==> src/rtl/cdb_arbiter_pkg.sv <==
// Shared constants for the common-data-bus arbiter: requester IDs and CDB packet field widths.
package cdb_arbiter_pkg;

    localparam int REQ_RS     = 0;
    localparam int REQ_LSB_LD = 1;
    localparam int REQ_LSB_ST = 2;

    localparam int VAL_W = 32;
    localparam int PC_W  = 32;
    localparam int BR_W  = 1;

    // Packet layout, MSB first: {rob_idx, val, actual_br, pc_jump}
    function automatic int pkt_width(input int rob_width);
        return rob_width + VAL_W + BR_W + PC_W;
    endfunction

endpackage

==> src/rtl/cdb_req_fifo.sv <==
// Per-producer result FIFO: QDEPTH packets, synchronous flush, registered occupancy count.
module cdb_req_fifo #(
    parameter int PW     = 69,
    parameter int QDEPTH = 2,
    parameter int CW     = $clog2(QDEPTH) + 1
) (
    input  logic          clk_in,
    input  logic          rst_n_in,
    input  logic          flush,
    input  logic          push,
    input  logic          pop,
    input  logic [PW-1:0] push_data,
    output logic [PW-1:0] head_data,
    output logic [CW-1:0] count
);

    localparam int PTR_W = $clog2(QDEPTH);

    logic [PW-1:0]    mem [QDEPTH];
    logic [PTR_W-1:0] head_ptr;
    logic [PTR_W-1:0] tail_ptr;
    logic [CW-1:0]    count_q;

    always_ff @(posedge clk_in) begin
        if (push && !flush) begin
            mem[tail_ptr] <= push_data;
        end
    end

    // Pointers are power-of-two wide, so they wrap without explicit modulo logic.
    always_ff @(posedge clk_in or negedge rst_n_in) begin
        if (!rst_n_in) begin
            head_ptr <= '0;
            tail_ptr <= '0;
            count_q  <= '0;
        end else if (flush) begin
            head_ptr <= '0;
            tail_ptr <= '0;
            count_q  <= '0;
        end else begin
            if (push) begin
                tail_ptr <= tail_ptr + 1'b1;
            end
            if (pop) begin
                head_ptr <= head_ptr + 1'b1;
            end
            case ({push, pop})
                2'b10:   count_q <= count_q + 1'b1;
                2'b01:   count_q <= count_q - 1'b1;
                default: count_q <= count_q;
            endcase
        end
    end

    assign head_data = mem[head_ptr];
    assign count     = count_q;

endmodule

==> src/rtl/cdb_arbiter.sv <==
// Round-robin arbiter merging N_REQ producer FIFOs onto a single registered common data bus.
module cdb_arbiter
    import cdb_arbiter_pkg::*;
#(
    parameter int ROB_WIDTH = 4,
    parameter int N_REQ     = 3,
    parameter int QDEPTH    = 2
) (
    input  logic                       clk_in,
    input  logic                       rst_n_in,
    input  logic                       rdy_in,
    input  logic                       clr_in,
    input  logic [N_REQ-1:0]           req_valid,
    output logic [N_REQ-1:0]           req_ready,
    input  logic [N_REQ*ROB_WIDTH-1:0] req_rob_idx,
    input  logic [N_REQ*VAL_W-1:0]     req_val,
    input  logic [N_REQ-1:0]           req_actual_br,
    input  logic [N_REQ*PC_W-1:0]      req_pc_jump,
    output logic                       cdb_valid,
    output logic [ROB_WIDTH-1:0]       cdb_rob_idx,
    output logic [VAL_W-1:0]           cdb_val,
    output logic                       cdb_actual_br,
    output logic [PC_W-1:0]            cdb_pc_jump,
    output logic [N_REQ-1:0]           cdb_src
);

    localparam int PW  = pkt_width(ROB_WIDTH);
    localparam int CW  = $clog2(QDEPTH) + 1;
    localparam int RRW = (N_REQ > 1) ? $clog2(N_REQ) : 1;

    logic [PW-1:0]    head_data  [N_REQ];
    logic [CW-1:0]    fifo_count [N_REQ];
    logic [N_REQ-1:0] push;
    logic [N_REQ-1:0] pop;
    logic [N_REQ-1:0] grant;
    logic [RRW-1:0]   rr;
    logic [RRW-1:0]   winner;
    logic [RRW-1:0]   rr_next;
    logic             any_cand;
    logic             enable;
    logic [PW-1:0]    win_pkt;

    assign enable = rdy_in & ~clr_in;

    for (genvar g = 0; g < N_REQ; g++) begin : g_fifo
        assign req_ready[g] = (fifo_count[g] != CW'(QDEPTH));
        assign push[g]      = enable & req_valid[g] & req_ready[g];
        assign pop[g]       = enable & grant[g];

        cdb_req_fifo #(
            .PW     (PW),
            .QDEPTH (QDEPTH),
            .CW     (CW)
        ) u_fifo (
            .clk_in    (clk_in),
            .rst_n_in  (rst_n_in),
            .flush     (clr_in),
            .push      (push[g]),
            .pop       (pop[g]),
            .push_data ({req_rob_idx[g*ROB_WIDTH +: ROB_WIDTH], req_val[g*VAL_W +: VAL_W],
                         req_actual_br[g], req_pc_jump[g*PC_W +: PC_W]}),
            .head_data (head_data[g]),
            .count     (fifo_count[g])
        );
    end

    // Scan from rr upward with wrap; the first non-empty FIFO wins.
    always_comb begin
        int cand;
        any_cand = 1'b0;
        winner   = '0;
        grant    = '0;
        cand     = 0;
        for (int k = 0; k < N_REQ; k++) begin
            cand = int'(rr) + k;
            if (cand >= N_REQ) begin
                cand = cand - N_REQ;
            end
            if (!any_cand && fifo_count[cand] != '0) begin
                any_cand = 1'b1;
                winner   = RRW'(cand);
            end
        end
        if (any_cand) begin
            grant[winner] = 1'b1;
        end
    end

    assign rr_next = (int'(winner) == N_REQ - 1) ? '0 : winner + 1'b1;
    assign win_pkt = head_data[winner];

    // Data fields hold when nothing is broadcast; only valid/src drop.
    always_ff @(posedge clk_in or negedge rst_n_in) begin
        if (!rst_n_in) begin
            rr            <= '0;
            cdb_valid     <= 1'b0;
            cdb_rob_idx   <= '0;
            cdb_val       <= '0;
            cdb_actual_br <= 1'b0;
            cdb_pc_jump   <= '0;
            cdb_src       <= '0;
        end else if (clr_in) begin
            rr        <= '0;
            cdb_valid <= 1'b0;
            cdb_src   <= '0;
        end else if (rdy_in) begin
            if (any_cand) begin
                rr        <= rr_next;
                cdb_valid <= 1'b1;
                cdb_src   <= grant;
                {cdb_rob_idx, cdb_val, cdb_actual_br, cdb_pc_jump} <= win_pkt;
            end else begin
                cdb_valid <= 1'b0;
                cdb_src   <= '0;
            end
        end
    end

endmodule
==> config.mk <==
export PLATFORM = sky130hd
export DESIGN_NAME = cdb_arbiter
export DESIGN_NICKNAME = d
export VERILOG_FILES = /design/src/rtl/cdb_arbiter_pkg.sv /design/src/rtl/cdb_req_fifo.sv /design/src/rtl/cdb_arbiter.sv
export SDC_FILE = /design/constraint.sdc
export NUM_CORES = 1
export LEC_CHECK = 0
export BUFFER_PORTS_ARGS = -buffer_cell sky130_fd_sc_hd__buf_2
export CORE_MARGIN = 5
export CORE_UTILIZATION = 45
export DETAILED_ROUTE_END_ITERATION = 8
export PLACE_DENSITY = 0.65
export SLEW_MARGIN = 40
export SYNTH_ARGS = -nofsm -noshare
export SYNTH_HDL_FRONTEND = slang
export SYNTH_SLANG_ARGS = --single-unit
==> constraint.sdc <==
create_clock -name clk_in -period 9.3 [get_ports clk_in]
set_input_delay 0.465 -clock clk_in [delete_from_list [all_inputs] [get_ports clk_in]]
set_output_delay 0.465 -clock clk_in [all_outputs]
set_load 0.005 [all_outputs]
Word level (Yosys, flattened, before mapping)
Memory sizes are Yosys's and may differ from the RTL's. Index checks and enable logic that the tools add are counted.

Bitwise operators: 15. $lt $le $gt $ge: 9. Add/subtract/negate cells: 18. Equality and inequality tests: 10. Multiplexer cells: 58. Reduce and logical (&&, ||, !) cells: 25.

Operators by type and width (number): $bmux 69 s2 (1); $mux 69 (2); $ge 32x3->1 const B (3); $mux 32 (3); $not 32->32 (3); $mux 2 (16); $mux 1 (25); $reduce_bool 2->1 (11); $bmux 2 s2 (3); $mux 3 (4); $pmux 2 s2 (3); $and 1x1->1 (10); $reduce_bool 3->1 (3); $add 2x1->2 const B (4); $eq 2x2->1 const B (4); $sub 3x2->4 const B (2); $add 1x1->1 const B (6); $eq 2x1->1 const B (3); $ge 3x2->1 const B (2); $logic_and 1x1->1 (6); $ne 2x2->1 const B (3); $sub 2x1->2 const B (3); $add 2x1->3 const B (1); $add 2x2->3 const B (1); other kinds (11) (13).

Bits in writable memories: 414. Output and inout port bits: 76. Memories: 3. Bits of input ports: 214. Register bits: 87.

Memories: g_fifo[0].u_fifo.mem (words 2, width 69, rd ports 1, clocked after memory_dff 0, wr ports 1, RTL line cdb_req_fifo.sv:19) `logic [PW-1:0] mem [QDEPTH];`; g_fifo[1].u_fifo.mem (words 2, width 69, rd ports 1, clocked after memory_dff 0, wr ports 1, RTL line cdb_req_fifo.sv:19); g_fifo[2].u_fifo.mem (words 2, width 69, rd ports 1, clocked after memory_dff 0, wr ports 1, RTL line cdb_req_fifo.sv:19).

Depth between registers and ports, before layout
Gate-level depths: netlist of run 1.

Depth after elaboration: 23. Depth in mapped cells: 10. Mapped depth without buffers: 7.

Hierarchy
From an unflattened synthesis of run 1, not the netlist that was laid out.

Cells, all modules: 1232. Area, all modules: 20938.8 µm².

By module, submodules not included: cdb_req_fifo (seq. area each 4244.1 µm², times used 3, cells an instance 234, area an instance 5545.3 µm²); cdb_arbiter (seq. area each 1876.8 µm², times used 1, cells an instance 530, area an instance 4302.9 µm²).

Worst setup path after synthesis of run 1
Ideal clock, no wire load.

Kind: input-to-reg. Start point: in rdy_in. End point: mem g_fifo[0].u_fifo.mem[0][0] (enable). Required time: 8.795 ns. Stages on the path: 5. Setup time: 0.505 ns. Slack: 4.442 ns. Buffers on the path: 2. Arrival: 4.353 ns. Path through: clkbuf_1 > nor2b_1 > buf_2 > and3_1 > nor2b_1.

Word-level cells in the longest chain between the ends: 6.

Ends and longest elaborated chain: from (decl) (RTL line cdb_arbiter.sv:11) `input logic rdy_in,`; $and 1x1->1 (RTL line cdb_arbiter.sv:43) `assign enable = rdy_in & ~clr_in;`; $and 1x1->1 (2 in a row) (RTL line cdb_arbiter.sv:47) `assign push[g] = enable & req_valid[g] & req_ready[g];`; $logic_and 1x1->1 (RTL line cdb_req_fifo.sv:25) `if (push && !flush) begin`; $mux 1 (RTL line cdb_req_fifo.sv:25); $mux 1 (not written as such) (RTL line cdb_req_fifo.sv:26) `mem[tail_ptr] <= push_data;`; to (decl) (RTL line cdb_req_fifo.sv:19).

Every way passes these cells.

Worst setup path after layout of run 1
Start point: reg rr[0]. End point: reg cdb_val[14].

Word-level cells in the longest chain between the ends: 18. Elaborated cells on any way between the ends: 41. Classes of those cells: 5 x add/sub; 3 x order compare; 21 x mux; 4 x bitwise; 8 x reduce/logical.

Ends and longest elaborated chain: from (decl) (RTL line cdb_arbiter.sv:36) `logic [RRW-1:0] rr;`; from (signal assigned) (RTL line cdb_arbiter.sv:108) `rr <= rr_next;`; branches (longest 18 deep; another with $sub 3x2->4); to (signal assigned) (RTL line cdb_arbiter.sv:111) `{cdb_rob_idx, cdb_val, cdb_actual_br, cdb_pc_jump} <= win_pkt;`; to (decl) (RTL line cdb_arbiter.sv:21) `output logic [VAL_W-1:0] cdb_val,`.

Parallel ways; which one is timed is not known. The select of a mux whose other input is x is not followed. A chain may end at the register's enable or synchronous reset.

==> results of run 1 <==
## metal layers
metal	track usage (%)	wire (microns)
met5	0	25
met4	7.011	1300
met3	3.544	2955
met2	34.29	25410
met1	27.91	21180
## sequential cells by signal, summed over array words and instances, names as in the netlist
signal	flops
cdb_src	3
g_fifo.u_fifo.mem	414
cdb_pc_jump	32
cdb_valid	1
g_fifo.u_fifo.tail_ptr	3
cdb_actual_br	1
cdb_rob_idx	4
rr	2
cdb_val	32
g_fifo.u_fifo.head_ptr	3
g_fifo.u_fifo.count	6
## worst min-delay path by stage
stage	from	end	slack (ns)	cells after the start
global route	req_pc_jump[18]	g_fifo[0].u_fifo.mem[0][18]	0.05	1
global placement	cdb_val[31]	cdb_val[31]	0.47	1
detailed placement	cdb_pc_jump[27]	cdb_pc_jump[27]	0.48	1
CTS	req_val[29]	g_fifo[0].u_fifo.mem[1][62]	0.04	1
floorplan	rst_n_in	cdb_actual_br	0.17	0
finish	req_pc_jump[13]	g_fifo[0].u_fifo.mem[1][13]	0.07	1
## layout by cell type, fill, tap and decap left out, types with 10 or more instances in the layout
cell type	Yosys	layout
edfxtp_1	414	414
buf_2	22	288
mux2i_1	169	169
dfrtp_1	87	84
nor4_1	58	58
clkbuf_16	0	53
a21oi_1	49	48
a31oi_1	41	41
mux2_2	40	40
o22a_1	40	40
nand3_1	34	34
nor3_1	31	31
a2111o_1	29	29
o21ai_0	19	19
clkbuf_1	51	17
nor2_1	15	10
## critical path, cell delays in order, from the launching register on
cell and delay (ns):
dfrtp_1 0.40, inv_1 0.09, ha_1 0.43, o21ai_0 0.16, a21oi_1 0.34, a211o_2 0.16, buf_4 0.61, nand2_4 0.44
a2111o_1 0.54
## cell usage after synthesis, types with 4 or more instances
cell type,number
o22a_1,40
nor4_1,58
nand3_1,34
xnor2_1,7
a21oi_1,49
nor3_1,31
buf_6,8
mux2_2,40
mux2i_1,169
o31ai_1,4
o311ai_1,4
dfrtp_1,87
buf_2,22
o21ai_0,19
nor2b_1,4
buf_4,8
a2111o_1,29
nand2_1,8
inv_1,9
clkbuf_1,51
nor2_1,15
a31oi_1,41
edfxtp_1,414
## cell families (layout without fill, tap and decap cells)
family	Yosys count	after routing	share of synthesized area, %
buf+inv	101	415	2.508
fa+ha+maj	3	3	0.1895
compound gates	204	204	7.599
mux	209	209	10.81
simple gates	171	171	4.832
xor+xnor	7	7	0.3095
flops	501	501	73.75
other cells	0	7	0
## layout make-up
type | instances | area (sq um) | area share (%)
Clock inverter | 17 | 183.9 | 0.7800
Sequential cell | 501 | 14620 | 62.00
Inverter | 9 | 33.78 | 0.1433
Timing Repair Buffer | 312 | 1715 | 7.275
Clock buffer | 77 | 1486 | 6.304
Antenna cell | 7 | 17.52 | 0.07429
Multi-Input combinational cell | 594 | 4791 | 20.32
Tap cell | 585 | 732.0 | 3.104
## report_power, final
part / switching [mW] / internal, mW / total (mW) / leakage (nW)
sequential: 0.186 / 2.67 / 2.85 / 4.83
clock: 0.814 / 1.21 / 2.02 / 0.812
combinational: 1.42 / 0.774 / 2.19 / 2.54
==> results.py, run 1 <==
metrics = {
    "synthesis": {
        "yosysSeqAreaShare_pct": 73.75,
        "synth_edf_count": 414,
        "netlist_area_sq_um": 19810,
        "ys_types": 50,
        "syn_inst": 1196,
        "yosysTopAreaCellShare_pct": 62.76,
        "synth-seq-cells": 501,
        "ys_top_cells_by_area": "edfxtp_1, dfrtp_1, mux2i_1",
        "async_flop_share_pct": 17.37,
        "ys.warnings.count": 0,
        "ys.flop_type": "edfxtp_1",
        "synth_area_per_cell_sq_um": 16.56,
        "synth_top_cell_by_area": "edfxtp_1",
        "synth_nets": 1413,
    },
    "sta": {
        "rsz0062_at_grt": "no",
        "period_minus_slack_ns": 3.347,
        "setup_ws_ns": 5.953,
        "setup_viol_count_final": 0,
        "worst_hold_slack_ns": 0.07497,
        "timing.final.hold_violations": 0,
        "maxSlewHeadroom_pct": 44.46,
        "fmax_mhz": 298.8,
        "final_max_slew_viol_count": 0,
        "period_share_pct": 35.98,
        "fin_tns_setup_ns": 0,
        "worst_pin_slew_ns": 0.8330,
        "fin_skew_ns": 0.01121,
    },
    "pwr": {
        "vdd_drop_max_mv": 0.2700,
        "p_leak_nw": 8.190,
        "total_power_mw": 7.069,
        "powerDensity_nw_per_um2": 299.8,
    },
    "clock_network": {
        "htree_levels": 2,
        "root_buffer": "clkbuf_16",
        "post_cts_buffers": 0,
        "path_clk_slew_ns": 0.06,
        "cts_buffer_depth": 3,
        "cts_hold_buf": 1,
        "tritoncts": "done",
        "clk_latency_ns": 0.57,
        "cts_made_buffers": 50,
        "cts_sinks": 501,
        "cts_resized": 0,
    },
    "global_routing": {
        "antenna_found_initial": 8,
        "grt_max_degree": 73,
        "grt-ovfl-total": 0,
        "grt_pass1_vias": 12020,
        "grt_pass1_wl_microns": 74950,
        "track_usage_pct": 20.67,
    },
    "floorplan": {
        "initial_utilization_pct": 45.78,
        "dieArea_sq_um": 48320,
        "die_y_microns": 219.8,
        "die_w_microns": 219.8,
        "placementRows": 76,
        "core_sq_um": 43270,
        "boundaryPins": 290,
    },
    "placement": {
        "globalplace.congestion": 0.7462,
        "dp.cells": 2000,
        "pre_cts_slack_ns": 5.958,
        "hpwlAfterDp_microns": 31860,
        "portBuffers": 289,
        "placed_area_sq_um": 21880,
    },
    "worst_setup_path": {
        "reg2reg_from": "rr[0]",
        "cp.required_ns": 9.75,
        "reg2reg_slack_ns": 5.95,
        "worstSetupPathType": "register to register",
        "ff2ff_path_depth": 8,
        "cp-startpoint": "rr[0]",
        "rr_endpoint": "cdb_val[14]",
        "end_kind": "register",
        "start_kind": "register",
        "worstPathArrival_ns": 3.79,
        "endpoint": "cdb_val[14]",
        "crit_fanout": 72,
    },
    "finish": {
        "nNetsFinal": 1685,
        "fin_util_pct": 54.50,
        "nFillCells": 3530,
        "fin_cells": 2102,
        "fin_area_sq_um": 23580,
        "syn_to_final_growth_pct": 19.04,
        "drive_gt1_share_pct": 29.67,
    },
    "detailed_routing": {
        "ant_nets": 0,
        "wl_per_cell_microns": 24.20,
        "finalWirelength_microns": 50870,
        "vias": 11850,
        "via_per_inst": 5.637,
        "dr.first_iter.drc_count": 826,
        "drt_pass1_iterations": 5,
        "post-route-drc-count": 0,
    },
    "flow_run": {
        "cap_violations": 0,
    },
    "outcome": {
        "status": "finished clean",
    },
    "min_path": {
        "hold_class": "input pin to register",
    },
}
No activity file was read; power rests on OpenSTA's default activity.
==> run 2: changes to the inputs <==
Settings changed: ABC_AREA from default to 1, PLACE_DENSITY 0.65 to 0.68.
Clock period 9.3 ns to 2.78 ns, I/O delays scaled along.
==> run 2 against run 1 <==
Maximum frequency increased by 30%. Clock skew increased by 0.0014 ns. Register-to-register slack got worse by 5.7 ns. Critical path type unchanged. Routed wire length increased by 8.8%. Largest power group unchanged. Design area increased by 9.4%.
==> results.py, run 2 <==
metrics = {
    "sta": {
        "fin_tns_setup_ns": 0,
        "fin_skew_ns": 0.01260,
        "rsz0062_at_grt": "no",
        "worst_pin_slew_ns": 0.6973,
        "maxSlewHeadroom_pct": 53.51,
        "period_share_pct": 92.58,
        "setup_viol_count_final": 0,
        "worst_hold_slack_ns": 0.1441,
        "final_max_slew_viol_count": 0,
        "timing.final.hold_violations": 0,
        "fmax_mhz": 388.6,
        "period_minus_slack_ns": 2.574,
    },
    "detailed_routing": {
        "wl_per_cell_microns": 20.92,
        "finalWirelength_microns": 55350,
        "post-route-drc-count": 0,
        "vias": 13790,
        "via_per_inst": 5.212,
        "drt_pass1_iterations": 5,
        "ant_nets": 0,
        "dr.first_iter.drc_count": 1087,
    },
    "synthesis": {
        "synth_area_per_cell_sq_um": 13.10,
        "ys_top_cells_by_count": "nand2_1, edfxtp_1, dfrtp_1",
        "netlist_area_sq_um": 19620,
        "yosysSeqAreaShare_pct": 74.47,
        "syn_inst": 1497,
        "yosysTopAreaCellShare_pct": 63.38,
        "synth_top_cell_by_area": "edfxtp_1",
        "ys_top_cells_by_area": "edfxtp_1, dfrtp_1, nand2_1",
        "synth_most_common_cell": "nand2_1",
        "synth_nets": 1714,
        "ys.warnings.count": 0,
        "ys_types": 30,
        "ys.flop_type": "edfxtp_1",
        "synth_edf_count": 414,
        "synth-seq-cells": 501,
        "async_flop_share_pct": 17.37,
    },
    "pwr": {
        "p_leak_nw": 10.04,
        "total_power_mw": 24.55,
        "powerDensity_nw_per_um2": 951.6,
        "vdd_drop_max_mv": 0.6331,
    },
    "worst_setup_path": {
        "worstSetupPathType": "register to register",
        "reg2reg_from": "rr[0]",
        "ff2ff_path_depth": 14,
        "worstPathArrival_ns": 3.09,
        "crit_chain": "inv_1 > ha_1 > inv_1 > a21oi_1 > nor2_2 > nand3_1 > nand3_1 > nand2_4 > nor2_8 > buf_12 > o211ai_1 > nand2_1 > nand2_1 > nand2_1",
        "crit_fanout": 31,
        "cp.required_ns": 3.30,
        "crit_path_max_incr_delay_ns": 0.36,
        "start_kind": "register",
        "crit_top_cell": "nand2_1",
        "rr_endpoint": "cdb_pc_jump[9]",
        "cpMaxStageDelayCell": "dfrtp_1",
        "reg2reg_slack_ns": 0.21,
        "end_kind": "register",
    },
    "finish": {
        "fin_util_pct": 59.89,
        "nFillCells": 3296,
        "drive_gt1_share_pct": 23.28,
        "multi_input_area_sq_um": 4631,
        "largest_reg_flops": 414,
        "syn_to_final_growth_pct": 31.52,
        "final-seq-area_sq_um": 14620,
        "top_register": "g_fifo.u_fifo.mem",
        "mostFrequentLayoutCells": "nand2_1, edfxtp_1, buf_2",
        "nNetsFinal": 2229,
        "final_common_cell": "nand2_1",
        "fin_cells": 2646,
        "top_regs": "g_fifo.u_fifo.mem: 414 flops, cdb_pc_jump: 32 flops, cdb_val: 32 flops",
    },
    "global_routing": {
        "antenna_found_initial": 9,
        "track_usage_pct": 23.15,
        "grt_pass1_wl_microns": 84300,
        "grt-ovfl-total": 0,
        "grt_pass1_vias": 14530,
        "grt_max_degree": 72,
    },
    "outcome": {
        "status": "finished clean",
    },
    "floorplan": {
        "core_sq_um": 43080,
        "initial_utilization_pct": 45.54,
        "boundaryPins": 290,
        "placementRows": 76,
        "dieArea_sq_um": 47870,
        "die_w_microns": 218.8,
        "die_y_microns": 218.8,
    },
    "flow_run": {
        "cap_violations": 0,
    },
    "placement": {
        "hpwlAfterDp_microns": 33100,
        "dp.cells": 2331,
        "globalplace.congestion": 0.8616,
        "portBuffers": 289,
    },
    "clock_network": {
        "clk_latency_ns": 0.58,
        "cts_made_buffers": 50,
        "cts_sinks": 501,
        "path_clk_slew_ns": 0.06,
        "root_buffer": "clkbuf_16",
        "cts_buffer_depth": 3,
        "htree_levels": 2,
        "tritoncts": "done",
    },
    "min_path": {
        "hold_class": "input pin to async pin",
    },
}
[run 2: changes by cell type after synthesis, moves of 40 or more]
| cell | delta |
|---|---|
| a31oi_1 | -41 |
| mux2_2 | -40 |
| mux2i_1 | -88 |
| nand2_1 | +443 |
| nor4_1 | -58 |
| o211ai_1 | +51 |
| o21ai_1 | +41 |
| o22a_1 | -40 |
| or2_2 | +51 |
[run 2: through the flow]
stage	setup WS, ns	cell area (sq um)
2_1_floorplan	-0.2386	19640
3_3_place_gp	0.2004	21980
3_5_place_dp	0.02193	21980
4_1_cts	0.01265	25720
5_1_grt	0.02734	25790
6_report	0.2064	25800
[run 2: cell type report]
cell class | count | share of cell area [%]
Clock buffer | 71 | 5.509
Clock inverter | 22 | 0.8148
Inverter | 30 | 0.4510
Antenna cell | 8 | 0.07760
Sequential cell | 501 | 56.67
Tap cell | 585 | 2.837
Timing Repair Buffer | 538 | 15.69
Multi-Input combinational cell | 891 | 17.95
[run 2: metal layers]
| metal | routed length [microns] | share of wire [%] | vias to the layer above | GRT usage [%] |
|---|---|---|---|---|
| met5 | 41 | 0.074 | - | 0 |
| li1 | - | - | 6331 | - |
| met2 | 27180 | 49 | 562 | 39.53 |
| met4 | 1359 | 2.5 | 6 | 6.908 |
| met3 | 3911 | 7.1 | 111 | 4.125 |
| met1 | 22860 | 41 | 6781 | 30.64 |
[run 2: report_power, final]
group | internal (mW) | switching [mW]
combinational | 3.04 | 5.33
clock | 3.92 | 2.78
sequential | 8.98 | 0.504
total | 15.9 | 8.61
[run 2: logic make-up after synthesis]
logic type	Yosys count	synth area share (%)
buf+inv	105	2.322
compound gates	171	5.198
fa+ha+maj	3	0.1914
mux	81	4.133
simple gates	636	13.68
flops	501	74.47
[run 2: worst max-delay path, delay by kind of cell (launching register included)]
family	cells	cell delay (ns)
simple gates	8	1.02
buf+inv	3	0.46
flops	1	0.36
fa+ha+maj	1	0.36
compound gates	2	0.30
[run 2: timing repair]
action,CTS,global route
hold endpoints to repair,459,0
endpoints found under the setup margin,0,71
gates resized for setup,0,7
buffers inserted,0,4
hold buffers,210,0
[run 2: worst max-delay path by stage]
| stage | start | end | slack (ns) | cells past startpoint |
|---|---|---|---|---|
| finish | rr[0] | cdb_pc_jump[9] | 0.21 | 14 |
| global placement | rr[1] | cdb_pc_jump[3] | 0.20 | 15 |
| CTS | rr[0] | cdb_pc_jump[3] | 0.01 | 14 |
| detailed placement | rr[0] | cdb_pc_jump[3] | 0.02 | 14 |
| global route | rr[0] | cdb_pc_jump[12] | 0.03 | 14 |
| floorplan | g_fifo[0].u_fifo.count[1] | g_fifo[0].u_fifo.mem[1][0] | -0.24 | 5 |
==> run 3: changes to the inputs <==
Settings changed: CELL_PAD_IN_SITES_DETAIL_PLACEMENT from default to 1, CELL_PAD_IN_SITES_GLOBAL_PLACEMENT from default to 1, CORE_UTILIZATION 45 to 42, PLACE_DENSITY 0.68 to default, PLACE_DENSITY_LB_ADDON from default to 0.1.
==> run 3 against run 2 <==
Clock skew grew 0.0039 ns. Routed wire length increased by 9.0%. Setup slack worse by 0.066 ns. Flip-flop and latch count is the same. Combinational power is 3.3% higher. Die area is 6.8% higher. Power rose by 2.0%. Critical endpoint is now cdb_pc_jump[1].
==> results.py, run 3 (same netlist as run 2, synthesis figures left out) <==
metrics = {
    "outcome": {
        "status": "finished clean",
    },
    "worst_setup_path": {
        "ff2ff_path_depth": 15,
        "cpMaxStageDelayCell": "dfrtp_1",
        "reg2reg_slack_ns": 0.14,
        "reg2reg_from": "rr[0]",
        "crit_path_max_incr_delay_ns": 0.36,
        "critical_path_buf_inv_count": 4,
        "start_kind": "register",
        "crit_family": "simple AND/OR/NAND/NOR gates",
        "end_kind": "register",
        "worstSetupPathType": "register to register",
        "crit_fanout": 24,
        "worstPathArrival_ns": 3.15,
        "crit_chain": "inv_1 > ha_2 > nor2_1 > nand2_1 > nand2_1 > inv_1 > nand2_1 > nand3_1 > nand3_1 > nand2_4 > nand3_4 > inv_2 > buf_16 > o211ai_1 > nand3_1",
        "rr_endpoint": "cdb_pc_jump[1]",
        "cp.required_ns": 3.29,
    },
    "sta": {
        "rsz0062_at_grt": "yes",
        "setup_viol_count_final": 0,
        "timing.final.hold_violations": 0,
        "period_share_pct": 94.94,
        "fin_skew_ns": 0.01648,
        "worst_pin_slew_ns": 0.6925,
        "final_max_slew_viol_count": 0,
        "fin_tns_setup_ns": 0,
        "worst_hold_slack_ns": 0.08080,
        "period_minus_slack_ns": 2.639,
        "fmax_mhz": 378.9,
        "maxSlewHeadroom_pct": 53.83,
    },
    "clock_network": {
        "cts_sinks": 501,
        "post_cts_buffers": 0,
        "root_buffer": "clkbuf_16",
        "clk_latency_ns": 0.60,
        "cts_buffer_depth": 3,
        "htree_levels": 2,
        "tritoncts": "done",
        "path_clk_slew_ns": 0.06,
        "cts_made_buffers": 53,
    },
    "global_routing": {
        "grt.met1_usage_pct": 29.49,
        "grt_pass1_wl_microns": 89580,
        "grt_util_met3_pct": 4.030,
        "grt-ovfl-total": 0,
        "grt_max_degree": 72,
        "use_met2_pct": 41.38,
        "grt_pass1_vias": 14960,
        "track_usage_pct": 23.24,
        "busiest_layer": "met2",
        "antenna_found_initial": 10,
    },
    "flow_run": {
        "cap_violations": 0,
    },
    "pwr": {
        "powerDensity_nw_per_um2": 968.0,
        "vdd_drop_max_mv": 0.6158,
        "p_leak_nw": 10.04,
        "total_power_mw": 25.04,
    },
    "floorplan": {
        "die_w_microns": 226.1,
        "initial_utilization_pct": 42.31,
        "die_y_microns": 226.1,
        "core_sq_um": 46360,
        "placementRows": 79,
        "dieArea_sq_um": 51130,
        "boundaryPins": 290,
    },
    "placement": {
        "globalplace.congestion": 0.7560,
        "portBuffers": 289,
        "hpwlAfterDp_microns": 35110,
    },
    "detailed_routing": {
        "drt_pass1_iterations": 5,
        "via_per_inst": 5.128,
        "post-route-drc-count": 0,
        "ant_nets": 0,
        "dr.first_iter.drc_count": 787,
        "wl_per_cell_microns": 22.63,
        "finalWirelength_microns": 60360,
        "vias": 13680,
    },
    "finish": {
        "drive_gt1_share_pct": 22.86,
        "top_register": "g_fifo.u_fifo.mem",
        "syn_to_final_growth_pct": 31.87,
        "nNetsFinal": 2225,
        "final_common_cell": "nand2_1",
        "mostFrequentLayoutCells": "nand2_1, edfxtp_1, buf_2",
        "largest_reg_flops": 414,
        "top_regs": "g_fifo.u_fifo.mem: 414 flops, cdb_pc_jump: 32 flops, cdb_val: 32 flops",
    },
    "min_path": {
        "hold_class": "input pin to async pin",
    },
}
==> run 3: changes by cell type in the layout (fill, tap and decap cells not counted), moves of 2 or more <==
cell | before | now
clkbuf_8 | 7 | 5
buf_4 | 23 | 11
clkinv_1 | 8 | 5
clkbuf_16 | 51 | 54
buf_6 | 1 | 3
clkbuf_1 | 13 | 24
==> run 3: layout make-up <==
type                            count  area [sq um]
Sequential cell                   501         14620
Clock inverter                     17         186.4
Clock buffer                       82          1485
Multi-Input combinational cell    891          4628
Inverter                           30         115.1
Fill cell                        4682         20490
Antenna cell                        8         20.02
Timing Repair Buffer              531          4053
Tap cell                          607         759.5
==> run 3: metrics by stage <==
| stage | instances | worst slack (ns) | utilization [%] | instance area (sq um) |
|---|---|---|---|---|
| floorplan | 1497 | -0.2386 | - | 19640 |
| global placement | 2349 | 0.1944 | 47.46 | 22000 |
| detailed placement | 2349 | 0.03654 | 47.47 | 22010 |
| CTS | 2658 | 0.01240 | 55.61 | 25780 |
| global route | 2665 | -0.02757 | 55.79 | 25860 |
| finish | 2667 | 0.1406 | 55.80 | 25870 |
==> run 3: worst register-to-register path: stages (launching register included) <==
cell and delay [ns]:
dfrtp_1 0.36, inv_1 0.08, ha_2 0.36, nor2_1 0.05, nand2_1 0.07, nand2_1 0.08
inv_1 0.06, nand2_1 0.10, nand3_1 0.15, nand3_1 0.13, nand2_4 0.22, nand3_4 0.16
inv_2 0.21, buf_16 0.22, o211ai_1 0.17, nand3_1 0.14
==> run 3: how the worst max path moves through the flow <==
stage / start / end / slack [ns] / cells after the start
after detailed placement: rr[1] / cdb_pc_jump[3] / 0.04 / 15
final: rr[0] / cdb_pc_jump[1] / 0.14 / 15
after global routing: rr[1] / cdb_val[19] / -0.03 / 15
after floorplan: g_fifo[0].u_fifo.count[1] / g_fifo[0].u_fifo.mem[1][0] / -0.24 / 5
after CTS: rr[1] / cdb_pc_jump[3] / 0.01 / 15
after global placement: rr[1] / cdb_pc_jump[3] / 0.19 / 15
==> run 3: power by group <==
part,switching [mW],internal [mW]
logic,5.54,3.09
registers,0.510,8.98
clock network,2.88,4.03
total,8.93,16.1
==> run 3: metal layers <==
layer	vias up	wire length, microns
met5	-	34
met4	6	1308
met3	90	2782
met2	310	31060
met1	6959	25170
li1	6312	-
==> run 3: timing repair <==
action	CTS	global route
hold endpoints to repair	454	0
endpoints found under the setup margin	0	65
hold buffers	210	0
resized for setup	0	9
